File: config.mk
export PLATFORM = sky130hd
export DESIGN_NAME = round_controller
export DESIGN_NICKNAME = d
export VERILOG_FILES = /design/src/rtl/round_controller.sv
export SDC_FILE = /design/constraint.sdc
export NUM_CORES = 1
export LEC_CHECK = 0
export CORE_ASPECT_RATIO = 1.1
export CORE_UTILIZATION = 37
export CTS_CLUSTER_DIAMETER = 40
export DETAILED_ROUTE_END_ITERATION = 8
export GPL_ROUTABILITY_DRIVEN = 0
export HOLD_SLACK_MARGIN = 0.05
export SLEW_MARGIN = 40
export SYNTH_ARGS = -nofsm -noshare
export SYNTH_HDL_FRONTEND = slang
export SYNTH_SLANG_ARGS = --single-unit
File: constraint.sdc
create_clock -name clk -period 3.85 [get_ports clk]
set_input_delay 1.155 -clock clk [delete_from_list [all_inputs] [get_ports clk]]
set_output_delay 1.155 -clock clk [all_outputs]
set_load 0.005 [all_outputs]
File: src/rtl/round_controller.sv
// round_controller
//   Game sequencer for the doors game. Each round it picks two distinct
//   correct doors from a free-running LFSR. It tracks both players' door
//   positions and counts the round timer down to zero. It then shows the
//   doors open (time_up), charges a life to every player standing on a
//   wrong door, and either starts the next round or ends the game.
//   All outputs are registered and feed screen_drawer directly.
//
// Ports
//   clk, reset          clock; asynchronous active-low reset
//   start               1-cycle pulse, begins a game from IDLE or OVER
//   p1_left/p1_right    1-cycle move pulses for player 1
//   p2_left/p2_right    1-cycle move pulses for player 2
//   correct_door_1/2    the two correct doors of the current round (distinct)
//   p1_lives/p2_lives   remaining lives
//   player_1_pos/2_pos  door index of each player
//   resume              1-cycle pulse on the first cycle of a new round
//   time_up             doors shown open (REVEAL and OVER)
//   seconds_left        round countdown
//   game_over           high in OVER
//   winner              01 P1, 10 P2, 11 draw while in OVER; 00 otherwise
module round_controller #(
   parameter int unsigned CLK_HZ         = 25_000_000,
   parameter int unsigned ROUND_SECONDS  = 10,
   parameter int unsigned REVEAL_SECONDS = 3,
   parameter int unsigned LIVES_INIT     = 3,
   parameter logic [7:0]  LFSR_SEED      = 8'hA5
) (
   input  logic       clk,
   input  logic       reset,
   input  logic       start,
   input  logic       p1_left,
   input  logic       p1_right,
   input  logic       p2_left,
   input  logic       p2_right,
   output logic [1:0] correct_door_1,
   output logic [1:0] correct_door_2,
   output logic [1:0] p1_lives,
   output logic [1:0] p2_lives,
   output logic [1:0] player_1_pos,
   output logic [1:0] player_2_pos,
   output logic       resume,
   output logic       time_up,
   output logic [3:0] seconds_left,
   output logic       game_over,
   output logic [1:0] winner
);

   localparam int unsigned TW          = (CLK_HZ > 1) ? $clog2(CLK_HZ) : 1;
   localparam logic [TW-1:0] TICK_LAST = TW'(CLK_HZ - 1);
   localparam logic [3:0] ROUND_LOAD   = 4'(ROUND_SECONDS);
   localparam logic [3:0] REVEAL_LAST  = 4'(REVEAL_SECONDS - 1);
   localparam logic [1:0] LIVES_LOAD   = 2'(LIVES_INIT);

   typedef enum logic [2:0] {
      S_IDLE,
      S_PICK,
      S_PLAY,
      S_REVEAL,
      S_OVER
   } state_t;

   state_t        state, state_nxt;
   logic [7:0]    lfsr, lfsr_shift;
   logic [TW-1:0] tick_cnt;
   logic          tick;
   logic [3:0]    reveal_cnt;
   logic [1:0]    door_2_pick;
   logic [1:0]    p1_moved, p2_moved;
   logic          p1_hit, p2_hit;
   logic          entering_timed;

   // One door step. Both directions at once cancel. Walls at 0 and 3 hold.
   function automatic logic [1:0] step_pos(input logic [1:0] pos,
                                           input logic left,
                                           input logic right);
      logic [1:0] r;
      r = pos;
      if (left && !right && pos != 2'd0)
         r = pos - 2'd1;
      else if (right && !left && pos != 2'd3)
         r = pos + 2'd1;
      return r;
   endfunction

   // Fibonacci form of x^8+x^6+x^5+x^4+1, shifting toward the MSB.
   assign lfsr_shift = {lfsr[6:0], lfsr[7] ^ lfsr[5] ^ lfsr[4] ^ lfsr[3]};
   assign tick       = (tick_cnt == TICK_LAST);

   // Second door is forced distinct by bumping past the first one.
   assign door_2_pick = (lfsr[3:2] == lfsr[1:0]) ? (lfsr[1:0] + 2'd1) : lfsr[3:2];

   // Moves are only live during PLAY. The post-move position is also what
   // the life check uses, so a pulse on the final edge still counts.
   assign p1_moved = (state == S_PLAY) ? step_pos(player_1_pos, p1_left, p1_right)
                                       : player_1_pos;
   assign p2_moved = (state == S_PLAY) ? step_pos(player_2_pos, p2_left, p2_right)
                                       : player_2_pos;
   assign p1_hit   = (p1_moved == correct_door_1) || (p1_moved == correct_door_2);
   assign p2_hit   = (p2_moved == correct_door_1) || (p2_moved == correct_door_2);

   // Timed states restart the second counter so a full second elapses
   // before their first tick.
   assign entering_timed = (state_nxt != state) &&
                           ((state_nxt == S_PLAY) || (state_nxt == S_REVEAL));

   always_ff @(posedge clk or negedge reset) begin
      if (!reset)
         state <= S_IDLE;
      else
         state <= state_nxt;
   end

   always_comb begin
      state_nxt = state;
      case (state)
         S_IDLE:   if (start) state_nxt = S_PICK;
         S_PICK:   state_nxt = S_PLAY;
         S_PLAY:   if (tick && seconds_left == 4'd1) state_nxt = S_REVEAL;
         S_REVEAL: begin
            if (tick && reveal_cnt == REVEAL_LAST)
               state_nxt = (p1_lives == 2'd0 || p2_lives == 2'd0) ? S_OVER : S_PICK;
         end
         S_OVER:   if (start) state_nxt = S_PICK;
         default:  state_nxt = S_IDLE;
      endcase
   end

   always_ff @(posedge clk or negedge reset) begin
      if (!reset) begin
         lfsr           <= LFSR_SEED;
         tick_cnt       <= '0;
         reveal_cnt     <= 4'd0;
         correct_door_1 <= 2'd0;
         correct_door_2 <= 2'd1;
         p1_lives       <= LIVES_LOAD;
         p2_lives       <= LIVES_LOAD;
         player_1_pos   <= 2'd0;
         player_2_pos   <= 2'd3;
         resume         <= 1'b0;
         time_up        <= 1'b0;
         seconds_left   <= 4'd0;
         game_over      <= 1'b0;
         winner         <= 2'd0;
      end else begin
         // The all-zero state would lock the LFSR; reseed defensively.
         lfsr <= (lfsr_shift == 8'h00) ? LFSR_SEED : lfsr_shift;

         if (entering_timed || tick)
            tick_cnt <= '0;
         else
            tick_cnt <= tick_cnt + TW'(1);

         resume    <= (state == S_PICK);
         time_up   <= (state_nxt == S_REVEAL) || (state_nxt == S_OVER);
         game_over <= (state_nxt == S_OVER);

         case (state)
            S_PICK: begin
               correct_door_1 <= lfsr[1:0];
               correct_door_2 <= door_2_pick;
               seconds_left   <= ROUND_LOAD;
            end
            S_PLAY: begin
               player_1_pos <= p1_moved;
               player_2_pos <= p2_moved;
               if (tick)
                  seconds_left <= seconds_left - 4'd1;
               if (state_nxt == S_REVEAL) begin
                  reveal_cnt <= 4'd0;
                  if (!p1_hit && p1_lives != 2'd0) p1_lives <= p1_lives - 2'd1;
                  if (!p2_hit && p2_lives != 2'd0) p2_lives <= p2_lives - 2'd1;
               end
            end
            S_REVEAL: begin
               if (tick)
                  reveal_cnt <= reveal_cnt + 4'd1;
               // Bit 1 flags P1 out (P2 wins), bit 0 flags P2 out (P1 wins).
               if (state_nxt == S_OVER)
                  winner <= {p1_lives == 2'd0, p2_lives == 2'd0};
            end
            S_OVER: begin
               if (start) begin
                  p1_lives     <= LIVES_LOAD;
                  p2_lives     <= LIVES_LOAD;
                  player_1_pos <= 2'd0;
                  player_2_pos <= 2'd3;
                  winner       <= 2'd0;
               end
            end
            default: ;
         endcase
      end
   end

endmodule

==> out/results.ini, run 1 <==
[setup_path]
crit_cells = 9
reg2reg_depth = 10
required_ns = 4.11
criticalPathCategory = input port to flop
crit_chain = clkdlybuf4s50_1 -> nor3b_1 -> o32ai_1 -> a221oi_2 -> xnor2_1 -> nor2_1 -> a211oi_2 -> o22ai_2 -> mux2_4
cp_data_arrival_time_ns = 3.56
crit_buf_inv = 1
crit_fanout = 6
endpoint_kind = flop
critPathTopFamily = compound AO/OA/AOI/OAI gates
max_stage_delay_ns = 0.51
crit_path_start_kind = input port
slowest_stage = nor3b_1

[sta]
fin_setup_tns_ns = 0
fin_crit_sh = 0.857
hold_violations = 0
fmax_ghz = 0.303
rsz0062_at_grt = no
fin_skew_ns = 0.0114
slew_headroom = 0.460
layout_min_cycle_time_ns = 3.30
fin_ws_ns = 0.551
setup_viol = 0
worst_pin_slew_ns = 0.808
fin_hold_ws_ns = 0.432
drv_slew = 0

[floorplan]
core_region_area_um2 = 8080
core.rowCount = 34
initial_core_util = 0.391
die_h_um = 98.9
die_w_um = 90.1
die-area_um2 = 8910
ios = 28

[placement]
placed_cells = 451
pre_cts_ws_ns = 0.234
detailed_place_hpwl_mm = 4.52
io_buffers = 27

[power_and_ir_drop]
comb_power_share = 0.294
leakagePower_nw = 1.65
power_frac_seq = 0.415
ir_worst_vdd_v = 0.000282
sw_frac_of_total = 0.316
clkPwrFrac = 0.291
power_density_nw_per_um2 = 546
p_sw_w = 0.000644
p_int_w = 0.00140

[clock_network]
cts_max_level = 3
tritoncts = done
cts_buffers = 9
cts_buffer_depth = 2
clk_latency_ns = 0.34
cts_hold_buf = 0
cts.sink_count = 61
post-cts-setup-buffers = 0
clk_pin_slew_ns = 0.07
root_buffer = clkbuf_8
ctsResizeCount = 0

[final_layout]
drive_above_1_share = 0.111
fillCellCount = 792
fin_cells = 467
nNetsFinal = 372
area_delta_synth_final_pct = 18.3
diodes = 0

[global_route]
grt.overflow.total = 0
track_usage = 0.155
grt_pass1_vias = 2263
antenna_found_initial = 0
grt_pass1_wl_mm = 10.8
grt_max_degree = 30

[hold_path]
holdPathStages = 0
hold_path.class = flop to flop

[yosys]
synth_cells = 325
ys_warn_count = 0
postSynthAreaPerCell_um2 = 9.72
synth_seq_area_share = 0.488
syn-num-nets = 343
syn_area_um2 = 3160
ys_types = 49
ys_seq_elements = 61

[routing]
drt_iter0_drc = 141
post-route-drc-count = 0
via_per_inst = 5.07
wl_per_cell_um = 13.2
antenna_left = 0
routed_wl_mm = 6.17
firstDrtPassIters = 4
vias = 2369

[run]
maxCapViolations = 0

[outcome]
status = complete, no violations

## cells by family after synthesis
| logic type | count (synthesis) | synth area share |
|---|---|---|
| DFF | 61 | 0.488 |
| buffers and inverters | 27 | 0.0349 |
| and+or+nand+nor | 137 | 0.214 |
| muxes | 3 | 0.0119 |
| adders and majority gates | 11 | 0.0436 |
| AOI/OAI and AO/OA | 51 | 0.111 |
| xor gates and xnor gates | 35 | 0.0971 |
## stage by stage
stage | utilization | area (µm²) | total power [W]
finish | 0.462 | 3730 | 0.00204
CTS | 0.462 | 3730 | 0.00207
detailed placement | 0.436 | 3520 | 0.00146
floorplan | - | 3160 | 0.00128
global placement | 0.436 | 3520 | 0.00145
global route | 0.462 | 3730 | 0.00219
## power groups by stage
stage | clock [W] | sequential, W | combinational [W]
floorplan | 0 | 0.000830 | 0.000446
global placement | 0 | 0.000857 | 0.000596
detailed placement | 0 | 0.000857 | 0.000605
CTS | 0.000618 | 0.000848 | 0.000609
global route | 0.000648 | 0.000867 | 0.000678
finish | 0.000594 | 0.000846 | 0.000600
## cells in the mapped netlist, drive strengths merged
| cell type | count | area share |
|---|---|---|
| a221o | 1 | 0.0032 |
| a211oi | 3 | 0.0087 |
| xor2 | 19 | 0.053 |
| o211ai | 2 | 0.0063 |
| o311ai | 1 | 0.0028 |
| ha | 11 | 0.044 |
| a21oi | 11 | 0.017 |
| a22o | 3 | 0.0083 |
| dfstp | 11 | 0.092 |
| a221oi | 1 | 0.0048 |
| nor4 | 7 | 0.014 |
| a32o | 1 | 0.0032 |
| o21ai | 16 | 0.025 |
| o32ai | 1 | 0.0028 |
| nor3b | 4 | 0.011 |
| and2 | 1 | 0.0020 |
| inv | 16 | 0.019 |
| clkbuf | 9 | 0.011 |
| a31oi | 2 | 0.0040 |
| a311oi | 1 | 0.0028 |
| and3 | 7 | 0.014 |
| nand3 | 19 | 0.030 |
| buf | 2 | 0.0051 |
| or3 | 5 | 0.0099 |
| nor2b | 1 | 0.0020 |
| a22oi | 1 | 0.0040 |
| a21bo | 1 | 0.0032 |
| nor3 | 8 | 0.013 |
| nand2 | 30 | 0.036 |
| nor2 | 42 | 0.052 |
| nand2b | 7 | 0.014 |
| o22ai | 4 | 0.0099 |
| xnor2 | 16 | 0.044 |
| mux2 | 3 | 0.012 |
| or3b | 2 | 0.0063 |
| nand4 | 4 | 0.0099 |
| dfrtp | 50 | 0.40 |
| a21o | 2 | 0.0048 |
## sequential cells by signal, indices dropped and copies added (netlist names), 3 cells and up
signal and flops:
lfsr 8, tick_cnt 25, seconds_left 4, reveal_cnt 4
state 3
## final cells by class
class,count,area (µm²),share of cell area
Tap cell,108,135,0.0362
Sequential cell,61,1540,0.412
Clock buffer,13,169,0.0452
Inverter,16,60.1,0.0161
Multi-Input combinational cell,237,1510,0.404
Timing Repair Buffer,29,280,0.0750
Clock inverter,3,42.5,0.0114
## routing by layer
metal  global-route usage  vias up  wire, µm
met5                    0        -         0
met4               0.0893        0       141
met3               0.0324       11       185
met2                0.250       31      2970
met1                0.193     1146      2880
li1                     -     1181         -
## worst reg2reg max path, delay by kind of cell (launching register included)
family                     cells  cell delay (ns)
AOI/OAI and AO/OA              4             0.93
xor gates and xnor gates       1             0.16
adders and majority gates      1             0.19
buffers and inverters          1             0.06
DFF                            1             0.62
muxes                          1             0.31
and+or+nand+nor                2             0.45
## placed cells by master (no fill, tap or decap), types with 2 or more instances in the layout
master and n:
o22ai_1 3, clkdlybuf4s50_1 26, nor3_1 8, nand4_1 3
dfstp_2 11, nand2_1 30, a21o_1 2, or3_1 5
ha_1 11, xor2_1 19, xnor2_1 16, a22o_1 3
a21oi_1 11, o21ai_0 14, o21ai_1 2, dfrtp_1 50
inv_1 16, a211oi_1 2, nor3b_1 3, nand2b_1 7
nor2_1 41, nand3_1 19, and3_1 7, clkbuf_8 12
nor4_1 7, buf_4 2, a31oi_1 2
## worst paths after layout
| path | from | to | slack [ns] |
|---|---|---|---|
| min in group asynchronous | reset | lfsr[6]$_DFF_PN0_ | 0.70 |
| hold reg to reg | lfsr[2]$_DFF_PN1_ | lfsr[3]$_DFF_PN0_ | 0.43 |
| setup reg to reg | player_2_pos[1]$_DFFE_PN1P_ | p2_lives[1]$_DFFE_PN1P_ | 1.05 |
| hold / removal | lfsr[2]$_DFF_PN1_ | lfsr[3]$_DFF_PN0_ | 0.43 |
| setup / recovery | p2_right | p2_lives[1]$_DFFE_PN1P_ | 0.55 |
| max in group asynchronous | reset | tick_cnt[23]$_DFF_PN0_ | 2.48 |
Note: power is estimated with default switching activity, not from simulation.
==> inputs of run 2 (changes only) <==
Settings changed: CAP_MARGIN from default to 20, CORE_ASPECT_RATIO 1.1 to default.
==> run 2 against run 1 <==
Compared with the run above:
- die area hardly changed
- cell count is 0.43% lower
- design area hardly changed
- via count is 0.84% lower
- wire length is 0.16% lower
- combinational power is 2% higher
- non-clock buffer count is 1 higher
- global-route usage hardly changed
- sequential power hardly changed
- fmax is 2.2% higher
- register-to-register slack hardly changed
- count of clock-buffer cells in the layout is 1 lower
- critical endpoint unchanged
- largest cell class unchanged
==> out/results.ini, run 2 (synthesis results as in run 1) <==
[outcome]
status = complete, no violations

[power_and_ir_drop]
sw_frac_of_total = 0.319
p_sw_w = 0.000646
clkPwrFrac = 0.282
power_density_nw_per_um2 = 543
p_total_w = 0.00203
ir_worst_vdd_v = 0.000166
power_frac_seq = 0.417
p_int_w = 0.00138
comb_power_share = 0.301
leakagePower_nw = 1.65

[clock_network]
root_buffer = clkbuf_8
clk_latency_ns = 0.33
ctsResizeCount = 0
tritoncts = done
cts_hold_buf = 0
cts_buffer_depth = 2
cts.sink_count = 61
cts_max_level = 3
cts_buffers = 9
post-cts-setup-buffers = 0
clk_pin_slew_ns = 0.07

[global_route]
antenna_found_initial = 0
grt_max_degree = 26
grt_pass1_wl_mm = 10.7
grt_pass1_vias = 2279
grt.overflow.total = 0
track_usage = 0.155

[setup_path]
crit_fanout = 3
reg2reg_depth = 10
crit_path_start_kind = input port
criticalPathCategory = input port to flop
cp_data_arrival_time_ns = 3.48
r2r_slack_ns = 1.06
r2r-start = player_2_pos[1]$_DFFE_PN1P_
endpoint_kind = flop
required_ns = 4.11
r2r_end = p2_lives[1]$_DFFE_PN1P_

[floorplan]
core_region_area_um2 = 8260
die_h_um = 94.4
die-area_um2 = 8910
die_w_um = 94.4
core.rowCount = 33
ios = 28
initial_core_util = 0.382

[routing]
top_layer = met4
dr_wl_met2_mm = 2.67
vias = 2349
wl_per_cell_um = 13.3
via_per_inst = 5.05
routed_wl_mm = 6.16
wl_met1_mm = 3.26
dr_wl_met3_um = 159
post-route-drc-count = 0
firstDrtPassIters = 4
drt_iter0_drc = 93
antenna_left = 0

[final_layout]
area_delta_synth_final_pct = 18.2
diodes = 0
largest_register_ff_count = 25
final_cell_mix = 50 x dfrtp_1, 41 x nor2_1, 29 x nand2_1
top_register = tick_cnt
final_common_cell = dfrtp_1
reg_top3 = tick_cnt: 25 flops, lfsr: 8 flops
drive_above_1_share = 0.117
nNetsFinal = 373
fin_area_um2 = 3730
fin_util = 0.452

[hold_path]
holdCritStartpoint = lfsr[0]$_DFF_PN1_
holdPathStages = 0
hold_path.class = flop to flop
worstHoldEndpoint = lfsr[1]$_DFF_PN0_

[run]
maxCapViolations = 0

[sta]
hold_violations = 0
setup_viol = 0
layout_min_cycle_time_ns = 3.23
fin_crit_sh = 0.838
fin_skew_ns = 0.00950
worst_pin_slew_ns = 0.659
slew_headroom = 0.559
fmax_ghz = 0.310
rsz0062_at_grt = no
fin_ws_ns = 0.623
drv_slew = 0
fin_setup_tns_ns = 0

[placement]
io_buffers = 27
detailed_place_hpwl_mm = 4.45
placedInstanceArea_um2 = 3530
pre_cts_ws_ns = 0.268

run 2: cell count changes in the layout (fill, tap and decap cells not counted), sizes merged:
cell	before	now
buf	3	4
clkbuf	13	12
clkinv	1	2
run 2: per-layer routing:
layer  vias up  GRT usage
met3         7     0.0282
met2        26      0.225
met4         0     0.0769
li1       1182          -
met5         -          0
met1      1134      0.221
run 2: power by group through the flow:
stage	Clock [W]	Combinational [W]	Sequential [W]
after global placement	0	0.000599	0.000857
after floorplan	0	0.000446	0.000830
after global routing	0.000621	0.000693	0.000862
after detailed placement	0	0.000616	0.000858
after CTS	0.000588	0.000617	0.000846
final	0.000571	0.000609	0.000845
run 2: worst max path at each step:
stage	startpoint	to	cells after the start
6_report	p2_left	p2_lives[1]$_DFFE_PN1P_	9
5_1_grt	p2_left	p2_lives[1]$_DFFE_PN1P_	9
4_1_cts	p2_left	p2_lives[1]$_DFFE_PN1P_	9
3_5_place_dp	p2_left	p2_lives[1]$_DFFE_PN1P_	9
3_3_place_gp	p2_left	p2_lives[1]$_DFFE_PN1P_	9
2_1_floorplan	p2_right	p2_lives[1]$_DFFE_PN1P_	8
run 2: final cells by class:
| class | count | area, µm² |
|---|---|---|
| fill | 804 | 4530 |
| sequential | 61 | 1540 |
| multi-input combinational | 237 | 1510 |
| timing repair buffer | 30 | 288 |
| clock buffer | 12 | 155 |
| tap | 105 | 131 |
| inverter | 16 | 60.1 |
| clock inverter | 4 | 47.5 |
run 2: worst max-delay path, stage by stage:
cell             delay, ns
clkdlybuf4s50_1       0.48
or3b_1                0.40
a22o_1                0.26
a221oi_2              0.30
xnor2_1               0.16
nor2_1                0.07
a211oi_2              0.23
o22ai_2               0.13
mux2_4                0.30
run 2: through the flow:
stage | hold slack, ns | std cells
after floorplan | 0.438 | 325
after global placement | 0.420 | 449
after detailed placement | 0.424 | 449
after CTS | 0.436 | 465
after global routing | 0.440 | 465
final | 0.433 | 465
